## src/rtl/cla_addsub_pipe.sv

```systemverilog
// Two-stage pipelined adder/subtractor. The lower half-word resolves in stage 1
// and the upper half-word in stage 2, so each stage holds one half-width carry-lookahead adder.
module cla_addsub_pipe #(
    parameter int WIDTH = 16
) (
    input  logic             clk,
    input  logic             rst,
    input  logic             in_valid,
    output logic             in_ready,
    input  logic [WIDTH-1:0] add_1,
    input  logic [WIDTH-1:0] add_2,
    input  logic             c_in,
    input  logic             sub,
    output logic             out_valid,
    input  logic             out_ready,
    output logic [WIDTH-1:0] sum,
    output logic             c_out,
    output logic             ovf
);
    localparam int H = WIDTH / 2;

    // Parallel-prefix carry-lookahead add of two half-words; returns {carry, sum}.
    function automatic logic [H:0] cla_add(input logic [H-1:0] x,
                                           input logic [H-1:0] y,
                                           input logic         ci);
        logic [H-1:0] p;
        logic [H-1:0] gg;
        logic [H-1:0] pp;
        logic [H-1:0] c;
        p  = x ^ y;
        gg = x & y;
        pp = p;
        for (int d = 1; d < H; d = d * 2) begin
            for (int i = H - 1; i >= d; i--) begin
                gg[i] = gg[i] | (pp[i] & gg[i-d]);
                pp[i] = pp[i] & pp[i-d];
            end
        end
        c[0] = ci;
        for (int i = 1; i < H; i++) begin
            c[i] = gg[i-1] | (pp[i-1] & ci);
        end
        return {gg[H-1] | (pp[H-1] & ci), p ^ c};
    endfunction

    logic [WIDTH-1:0] b_eff;
    logic             c_eff;
    logic             adv1;
    logic             adv2;
    logic             s1_valid;
    logic             s1_c;
    logic [H-1:0]     s1_lo;
    logic [H-1:0]     s1_a_hi;
    logic [H-1:0]     s1_b_hi;
    logic [H:0]       lo_res;
    logic [H:0]       hi_res;

    // Subtraction is A + ~B + ~borrow, so the operand and carry are inverted up front.
    assign b_eff  = sub ? ~add_2 : add_2;
    assign c_eff  = c_in ^ sub;
    assign lo_res = cla_add(add_1[H-1:0], b_eff[H-1:0], c_eff);
    assign hi_res = cla_add(s1_a_hi, s1_b_hi, s1_c);

    assign adv2     = !out_valid || out_ready;
    assign adv1     = !s1_valid || adv2;
    assign in_ready = adv1 && !rst;

    always_ff @(posedge clk) begin
        if (rst) begin
            s1_valid  <= 1'b0;
            out_valid <= 1'b0;
            sum       <= '0;
            c_out     <= 1'b0;
            ovf       <= 1'b0;
        end else begin
            if (adv1) begin
                s1_valid <= in_valid;
            end
            if (adv2) begin
                out_valid <= s1_valid;
                if (s1_valid) begin
                    sum   <= {hi_res[H-1:0], s1_lo};
                    c_out <= hi_res[H];
                    ovf   <= (s1_a_hi[H-1] == s1_b_hi[H-1]) && (hi_res[H-1] != s1_a_hi[H-1]);
                end
            end
        end
    end

    // Stage-1 payload carries no reset; s1_valid alone qualifies it.
    always_ff @(posedge clk) begin
        if (in_valid && adv1) begin
            s1_lo   <= lo_res[H-1:0];
            s1_c    <= lo_res[H];
            s1_a_hi <= add_1[WIDTH-1:H];
            s1_b_hi <= b_eff[WIDTH-1:H];
        end
    end

endmodule

```

## config.mk

```make
export PLATFORM = sky130hd
export DESIGN_NAME = cla_addsub_pipe
export DESIGN_NICKNAME = d
export VERILOG_FILES = /design/src/rtl/cla_addsub_pipe.sv
export SDC_FILE = /design/constraint.sdc
export NUM_CORES = 1
export LEC_CHECK = 0
export ABC_CLOCK_PERIOD_IN_PS = 2900
export CORE_MARGIN = 3
export CORE_UTILIZATION = 44
export DETAILED_ROUTE_END_ITERATION = 16
export MAX_ROUTING_LAYER = met4
export PLACE_DENSITY = 0.76
export SYNTH_ARGS = -nofsm -noshare
export SYNTH_HDL_FRONTEND = slang
export SYNTH_SLANG_ARGS = --single-unit
```

## constraint.sdc

```tcl
create_clock -name clk -period 2.9 [get_ports clk]
set_input_delay 0.58 -clock clk [delete_from_list [all_inputs] [get_ports clk]]
set_output_delay 0.58 -clock clk [all_outputs]
set_load 0.01 [all_outputs]
```

==> results of run 1 <==
-- sequential cells by signal, indices dropped and copies added (netlist names), 8 cells and up --
signal	flops
s1_lo	8
s1_a_hi	8
sum	16
s1_b_hi	8
-- worst min-delay path by stage --
stage                   from  endpoint  slack [ns]  cells after the start
floorplan           s1_lo[0]    sum[0]        0.47                      2
global placement      sum[0]    sum[0]        0.45                      2
detailed placement    sum[0]    sum[0]        0.45                      2
CTS                   sum[0]    sum[0]        0.46                      2
global route          sum[1]    sum[1]        0.48                      2
finish                sum[0]    sum[0]        0.46                      2
-- critical path, delay by kind of cell --
family	cells	cell delay, ns
xor gates and xnor gates	1	0.16
buffers and inverters	2	0.75
and+or+nand+nor	2	0.38
adders and majority gates	1	0.28
AOI/OAI and AO/OA	2	0.45
-- layout by cell type (no fill, tap or decap), drive strengths merged, types with 4 or more instances in the layout --
master,instances
xor2,23
edfxtp,25
clkbuf,5
dfxtp,20
nand3,4
a211oi,6
a211o,4
a21oi,18
o21ai,7
ha,16
nor2,6
buf,5
inv,6
a21o,4
nor3,4
clkdlybuf4s50,57
xnor2,4
nand2,24
-- metal layers --
metal	wire [um]	part of all wire, %
met1	1930	46
met2	2080	49
met3	176	4.2
met4	34	0.81
met5	0	0
-- cells in the mapped netlist, types with 2 or more instances --
cell	instances
sky130_fd_sc_hd__a211o_1	3
sky130_fd_sc_hd__a211oi_1	5
sky130_fd_sc_hd__a21o_1	4
sky130_fd_sc_hd__a21oi_1	17
sky130_fd_sc_hd__and3_1	2
sky130_fd_sc_hd__buf_2	3
sky130_fd_sc_hd__clkbuf_1	3
sky130_fd_sc_hd__dfxtp_1	20
sky130_fd_sc_hd__edfxtp_1	25
sky130_fd_sc_hd__fa_1	2
sky130_fd_sc_hd__ha_1	16
sky130_fd_sc_hd__inv_1	6
sky130_fd_sc_hd__nand2_1	24
sky130_fd_sc_hd__nand3_1	3
sky130_fd_sc_hd__nor2_1	6
sky130_fd_sc_hd__nor2b_1	3
sky130_fd_sc_hd__nor3_1	4
sky130_fd_sc_hd__o21a_1	2
sky130_fd_sc_hd__o21ai_0	5
sky130_fd_sc_hd__o21bai_1	2
sky130_fd_sc_hd__xnor2_1	4
sky130_fd_sc_hd__xor2_1	22
-- cell type report --
cell class	instances	area share, %
repair buffers	62	19.9
inverters	6	0.735
clock inverters	3	2.12
flip-flops and latches	45	37.6
well taps	67	2.74
clock buffers	5	2.25
multi-input cells	142	34.7
-- metrics by stage --
| step | std cells | util, % | instance area, um^2 |
|---|---|---|---|
| floorplan | 200 | - | 2270 |
| global placement | 322 | 60.4 | 2930 |
| detailed placement | 322 | 60.4 | 2930 |
| CTS | 330 | 63.2 | 3060 |
| global route | 330 | 63.2 | 3060 |
| finish | 330 | 63.2 | 3060 |
-- power breakdown --
part / internal, mW / switching (mW) / total, mW
logic: 0.195 / 0.175 / 0.370
registers: 0.746 / 0.0261 / 0.773
clock network: 0.342 / 0.202 / 0.544
-- cells by family after synthesis --
logic type                 Yosys count  share of synthesized area (%)
adders and majority gates           18                           10.6
xor gates and xnor gates            27                           10.7
and+or+nand+nor                     47                           9.86
AOI/OAI and AO/OA                   50                           15.5
buffers and inverters               13                           2.64
DFF                                 45                           50.7
==> impl_summary.md, run 1 <==
Power and ir drop
The leakage power figure is 1.19 nW. The power per cell area is 551 mW/mm^2. The maximum resistive drop on vdd is approximately 0.00021 V. The completed layout was analyzed and its total power is 1.69 mW.

Worst setup path
The worst setup path is of the input pin to register kind. In this run the worst setup path begins at sub. The reg-to-reg critical path startpoint is s1_a_hi[0].

The critical path arrival is 2.61 ns. The critical path required time is 2.95 ns. The cell with the largest stage delay on the worst path is sky130_fd_sc_hd__clkdlybuf4s50_1. Following the worst setup path forward leads to its endpoint at s1_c. Along the worst path, the maximum fanout reaches 12. The worst register-to-register path ends at ovf. In this design, the stage delay of the slowest critical-path cell is roughly 0.51 ns. The worst register-to-register path has a setup slack of roughly 0.86 ns.

The kind of start point of the critical path is an input pin. Traced cell by cell, the critical path runs through clkdlybuf4s50_1 -> buf_4 -> xor2_1 -> ha_1 -> nor2b_1 -> a41oi_1 -> a31oi_1 -> or2_1. STA classifies the critical path endpoint as a register.

The worst reg2reg path depth is 6.

STA
Across all setup checks in the final design, the least slack found is 0.344 ns. Setup violations remaining at the end of the flow were counted as 0. The final number of max-transition violations was 0.

The peak clock frequency supported by timing is 0.391 GHz. Setup repair after global routing left no endpoint under its margin. The transition at the pin with the smallest max-transition slack is ~0.92 ns. The worst slew margin relative to its limit is between 30 and 40%. The post-route clock period utilization is between 80% and 90%. Adding up every negative setup slack in the final design gives 0 ns. Counting I/O delays and the setup requirement, the final critical path takes 2.56 ns. The final worst clock skew is 0.00432 ns. The number of hold-slack violations in the final timing report was 0. The final worst hold slack is 0.458 ns.

Clocking
In this run the post-CTS setup repair buffer count came out at 0. The insertion delay of the later-clocked pin in the worst-skew pair is 0.29 ns. The CTS buffer count is 5. The CTS clock-pin slew for the worst setup and hold paths is approximately 0.08 ns. The number of buffers inserted by hold repair at cts is 0. The root buffer cell is sky130_fd_sc_hd__clkbuf_8. The CTS tree is built. The number of buffers on the longest clock path is 2.

The total number of H-tree levels is 2. CTS saw 45 sinks. In this run, post-CTS repair resized a total of 0 instances.

Global route
The met1 usage in global routing is between 10% and 20%. The aggregate global routing overflow is 0. The initial antenna violation count is 0. Global routing used 2.78% of the available met3 tracks. The met2 track utilization from global routing is 24.5%. The global routing's busiest layer is met2. The first-pass GRT wire length is 7120 um.

The number of global-route vias before repair came to 1596. Global routing used between 15 and 20% of the available tracks. Entering global routing, the biggest net connects 26 pins.

Detailed routing
The remaining routing DRC violations is 0. In the routed layout, each cell is associated on average with a via count of 4.92. The first-pass detailed-route iteration total is 4. Dividing the detail-routed wire length by the instance count gives roughly 13 um.

The post-route antenna net violation count is 0. The number of design-rule violations left by the first detailed-router iteration is 74. The total via count in the routed design is 1625. The wire length after detailed routing is 4220 um.

Logic synthesis
The mapped cell area is 0.00227 mm^2. In the synthesized netlist the async set-or-reset flop fraction comes to 0%. Summed over its instances, the top area cell type makes up 33.1% of the synthesized netlist area. Synthesis inferred between 40 and 50 register bits.

After synthesis, the netlist uses 41 different library cells. The gate count of the mapped netlist is 200. For this run, the leading register cell type out of synthesis is sky130_fd_sc_hd__edfxtp_1. The fraction of the yosys area taken by sequential cells is roughly half. The number of synthesis warnings is 0. The average instance in the mapped netlist occupies 11.4 um^2. The number of nets handed over by synthesis was 256.

The number of synthesized flops with an enable pin is 25. By area the synthesized netlist is led by sky130_fd_sc_hd__edfxtp_1 33%, sky130_fd_sc_hd__dfxtp_1 18%, sky130_fd_sc_hd__ha_1 8.8%, sky130_fd_sc_hd__xor2_1 8.5%, sky130_fd_sc_hd__nand2_1 4.0%. The dominant cell type by area after synthesis is sky130_fd_sc_hd__edfxtp_1.

Cells and area
Fill cells in the final layout number 417. The total area of sequential cells is between 0.001 and 0.0015 mm^2. The ratio of cells with drive above 1 in the final layout is 7.98%.

The number of nets at the end of the flow is 318. Relative to the synthesized area, the layout overhead comes to 34.9%. The antenna diode instance count is 0.

The area used by multi-input combinational logic is ~0.0011 mm^2.

Placement
Timing analysis after detailed placement gives a worst setup slack of 0.0288 ns. The final weighted congestion of routability-driven global placement is 0.869. During placement, the flow inserted port buffers numbering 57. The half-perimeter wire length of the detailed placement result is 3260 um.

Floorplan
The starting density of the core is 46.8%. The floorplan has 25 rows. The overall die area is 0.00606 mm^2. The number of top-level pins is between 50 and 60. The area of the placeable core is roughly 0.0048 mm^2.

In this run the vertical extent of the chip is ~78 um. The die boundary width is 77.8 um.

Run status
The run finished with clean final reports.

Flow run
The total of max-cap violations is 0.

Hold path
The min-delay analysis places its worst path in the category register to register.
Note: power is estimated with default switching activity, not from simulation.
==> run 2: changes to the inputs <==
--- a/config.mk
+++ b/config.mk
@@ -8,6 +8,7 @@
 export ABC_CLOCK_PERIOD_IN_PS = 2900
 export CORE_MARGIN = 3
 export CORE_UTILIZATION = 44
+export CTS_CLUSTER_SIZE = 24
 export DETAILED_ROUTE_END_ITERATION = 16
 export MAX_ROUTING_LAYER = met4
 export PLACE_DENSITY = 0.76
==> results of run 2 <==
The final DEF is identical to that of run 1; final timing and power are the same.
==> run 3: changes to the inputs <==
--- a/config.mk
+++ b/config.mk
@@ -6,8 +6,9 @@
 export NUM_CORES = 1
 export LEC_CHECK = 0
 export ABC_CLOCK_PERIOD_IN_PS = 2900
-export CORE_MARGIN = 3
+export CORE_MARGIN = 1.5
 export CORE_UTILIZATION = 44
+export CTS_CLUSTER_DIAMETER = 100
 export CTS_CLUSTER_SIZE = 24
 export DETAILED_ROUTE_END_ITERATION = 16
 export MAX_ROUTING_LAYER = met4
==> impl_summary.md, run 3 (synthesized netlist as in run 1, its figures left out) <==
Clocking
The CTS clock-pin slew for the worst setup and hold paths is 0.08 ns. The CTS buffer count is 5. The number of sinks driven by the clock tree is 45. The number of cells upsized or downsized after cts is 0. The number of buffers inserted by hold repair at cts is 0. At the later pin of the worst-skew pair, clock insertion delay measures 0.30 ns. Clock tree synthesis selected as its root buffer the cell sky130_fd_sc_hd__clkbuf_8.

The CTS tree is built. The clock tree synthesis step divided the H-tree into 2 levels. The clock passes through at most 2 buffers. The count of buffers added by post-CTS timing repair for setup is 0.

Placement
The pre-CTS setup slack is -0.0648 ns. The placed cell count is around 320. The final weighted congestion of routability-driven global placement is about 0.83. The half-perimeter wire length of the detailed placement result is around 3200 um. The quantity of I/O buffers inserted on ports is 57. In this run the cell area measured after placement is 0.00293 mm^2.

Cells and area
The register with the most flip-flops in the layout has 16 of them. Relative to the synthesized area, the layout overhead comes to 33.8%. The top cell types in the final layout, fill and taps aside, are 57 x sky130_fd_sc_hd__clkdlybuf4s50_1, 25 x sky130_fd_sc_hd__edfxtp_1, 24 x sky130_fd_sc_hd__nand2_1. The post-layout instance count excluding filler cells is 330. The number of inserted filler cells in the final layout is about 420.

The number of nets at the end of the flow is 318. Summing all flip-flop and latch instances after layout gives 0.00115 mm^2. The antenna diode instance count is 0. The leading cell type in the layout, fill and taps excluded is sky130_fd_sc_hd__clkdlybuf4s50_1. The utilization after layout is 62.7%.

sum holds more flip-flops than any other register. The ratio of cells with drive above 1 in the final layout is 7.60%. The final standard cell area without fillers is 0.00304 mm^2. In the final layout, the multi-input gates occupy approximately 0.0011 mm^2.

Global route
The number of global-route vias before repair came to 1511. The first-pass GRT wire length is 6900 um. The largest net degree at the start of global routing is 26. Across every metal layer, demand over resource in global routing totals between 10% and 20%. The aggregate global routing overflow is 0. The initial antenna violation count came to 0.

STA
The peak clock frequency supported by timing is 0.372 GHz. After layout, the minimum clock period comes to between 2 and 3 ns. At the pin with the least slew margin, the transition time is 0.929 ns.

The number of hold-slack violations in the final timing report is 0. On the final layout, the worst hold slack is 0.461 ns. The clock arrives with 0.00433 ns of skew. The post-route clock period utilization is 92.7%.

Setup repair after global routing left no endpoint under its margin. The final-report setup violation count is 0. Across all setup checks in the final design, the least slack found is about 0.21 ns. The final number of max-transition violations is 0.

The worst slew margin relative to its limit is 37.9%.

Detailed routing
The final layout contains routed wiring with a total length of 4140 um. The number of design-rule violations left by the first detailed-router iteration is 94. Once detail routing completed, the nets flagged for antenna violations numbered 0.

Dividing the detail-routed via count by the number of cells gives 4.94. For this run, the detailed router's first-pass iteration total came to 4. The routed wire length per instance is roughly 13 um. In the routed design, unresolved DRC markers number 0. The routed layout has approximately 1600 vias.

Worst setup path
The critical path starts at sub. STA classifies the critical path endpoint as a register. The critical path arrival is around 2.7 ns. The setup path with the least slack is of type input pin to register.

The kind of start point of the critical path is an input pin. In this run the worst path has a maximum fanout of 7. STA puts the critical path data required time at 2.95 ns. The worst register-to-register path ends at sum[14]. The worst register-to-register path begins at s1_a_hi[0].

The worst reg2reg path depth is 6. The slack of the worst reg-to-reg path is around 0.85 ns. The end of the critical path is s1_c.

Power and ir drop
The maximum resistive drop on vdd is 0.000236 V. For this design the static power due to leakage is 1.18 nW. The power per cell area is about 530 mW/mm^2.

Floorplan
The initialized floorplan defines 25 standard-cell rows. In this run the count of I/O pins placed on the die edge is slightly below 60. The die is between 70 and 80 um wide. The die covers approximately 0.0056 mm^2. The starting density of the core is between 40% and 50%. The die is 74.8 um tall. The area of the placeable core is 0.00485 mm^2.

Hold path
The worst min-delay path class is register to register.

Flow run
Max-cap violations in this run came to 0.

Run status
The flow ran to the end, and the final reports show no timing, DRC or antenna violations.
## run 3: changes by cell type in the layout (fill, tap and decap cells not counted)
cell                         delta
sky130_fd_sc_hd__bufinv_16      -1
sky130_fd_sc_hd__clkinv_1       +1
sky130_fd_sc_hd__clkinvlp_4     +1
sky130_fd_sc_hd__clkinv_2       -1
## run 3: how the worst min path moves through the flow
stage / from / endpoint / slack, ns / depth (start not counted)
6_report: sum[1] / sum[1] / 0.46 / 2
5_1_grt: sum[8] / sum[8] / 0.49 / 2
4_1_cts: sum[1] / sum[1] / 0.46 / 2
3_5_place_dp: sum[1] / sum[1] / 0.45 / 2
3_3_place_gp: sum[2] / sum[2] / 0.45 / 2
2_1_floorplan: s1_lo[0] / sum[0] / 0.47 / 2
## run 3: stage by stage
stage / setup TNS [ns] / total power, mW
after global placement: 0 / 1.15
final: 0 / 1.60
after global routing: 0 / 1.68
after detailed placement: -0.0648 / 1.16
after CTS: 0 / 1.62
after floorplan: 0 / 1.01
## run 3: power by group
group	internal, mW	switching (mW)
Combinational	0.195	0.175
Sequential	0.746	0.0268
Clock	0.254	0.208
## run 3: final cells by class
type                       count  area share [%]
clock buffer                   5            2.26
clock inverter                 3            1.36
inverter                       6           0.741
multi-input combinational    142            35.0
sequential                    45            37.9
tap                           67            2.76
timing repair buffer          62            20.0
## run 3: worst max-delay path, cell delays in order
cell and delay (ns):
sky130_fd_sc_hd__clkdlybuf4s50_1 0.58, sky130_fd_sc_hd__xor2_1 0.23, sky130_fd_sc_hd__ha_1 0.35, sky130_fd_sc_hd__a21oi_1 0.23, sky130_fd_sc_hd__nor2b_1 0.08, sky130_fd_sc_hd__a41oi_1 0.31, sky130_fd_sc_hd__a31oi_1 0.15, sky130_fd_sc_hd__or2_1 0.22
## run 3: routing by layer
| metal | vias to the layer above | global-route usage, % | routed length (um) |
|---|---|---|---|
| li1 | 838 | - | - |
| met1 | 746 | 21.7 | 2010 |
| met4 | 0 | 5.45 | 43 |
| met5 | - | - | 0 |
| met2 | 39 | 26.0 | 1950 |
| met3 | 6 | 3.21 | 133 |
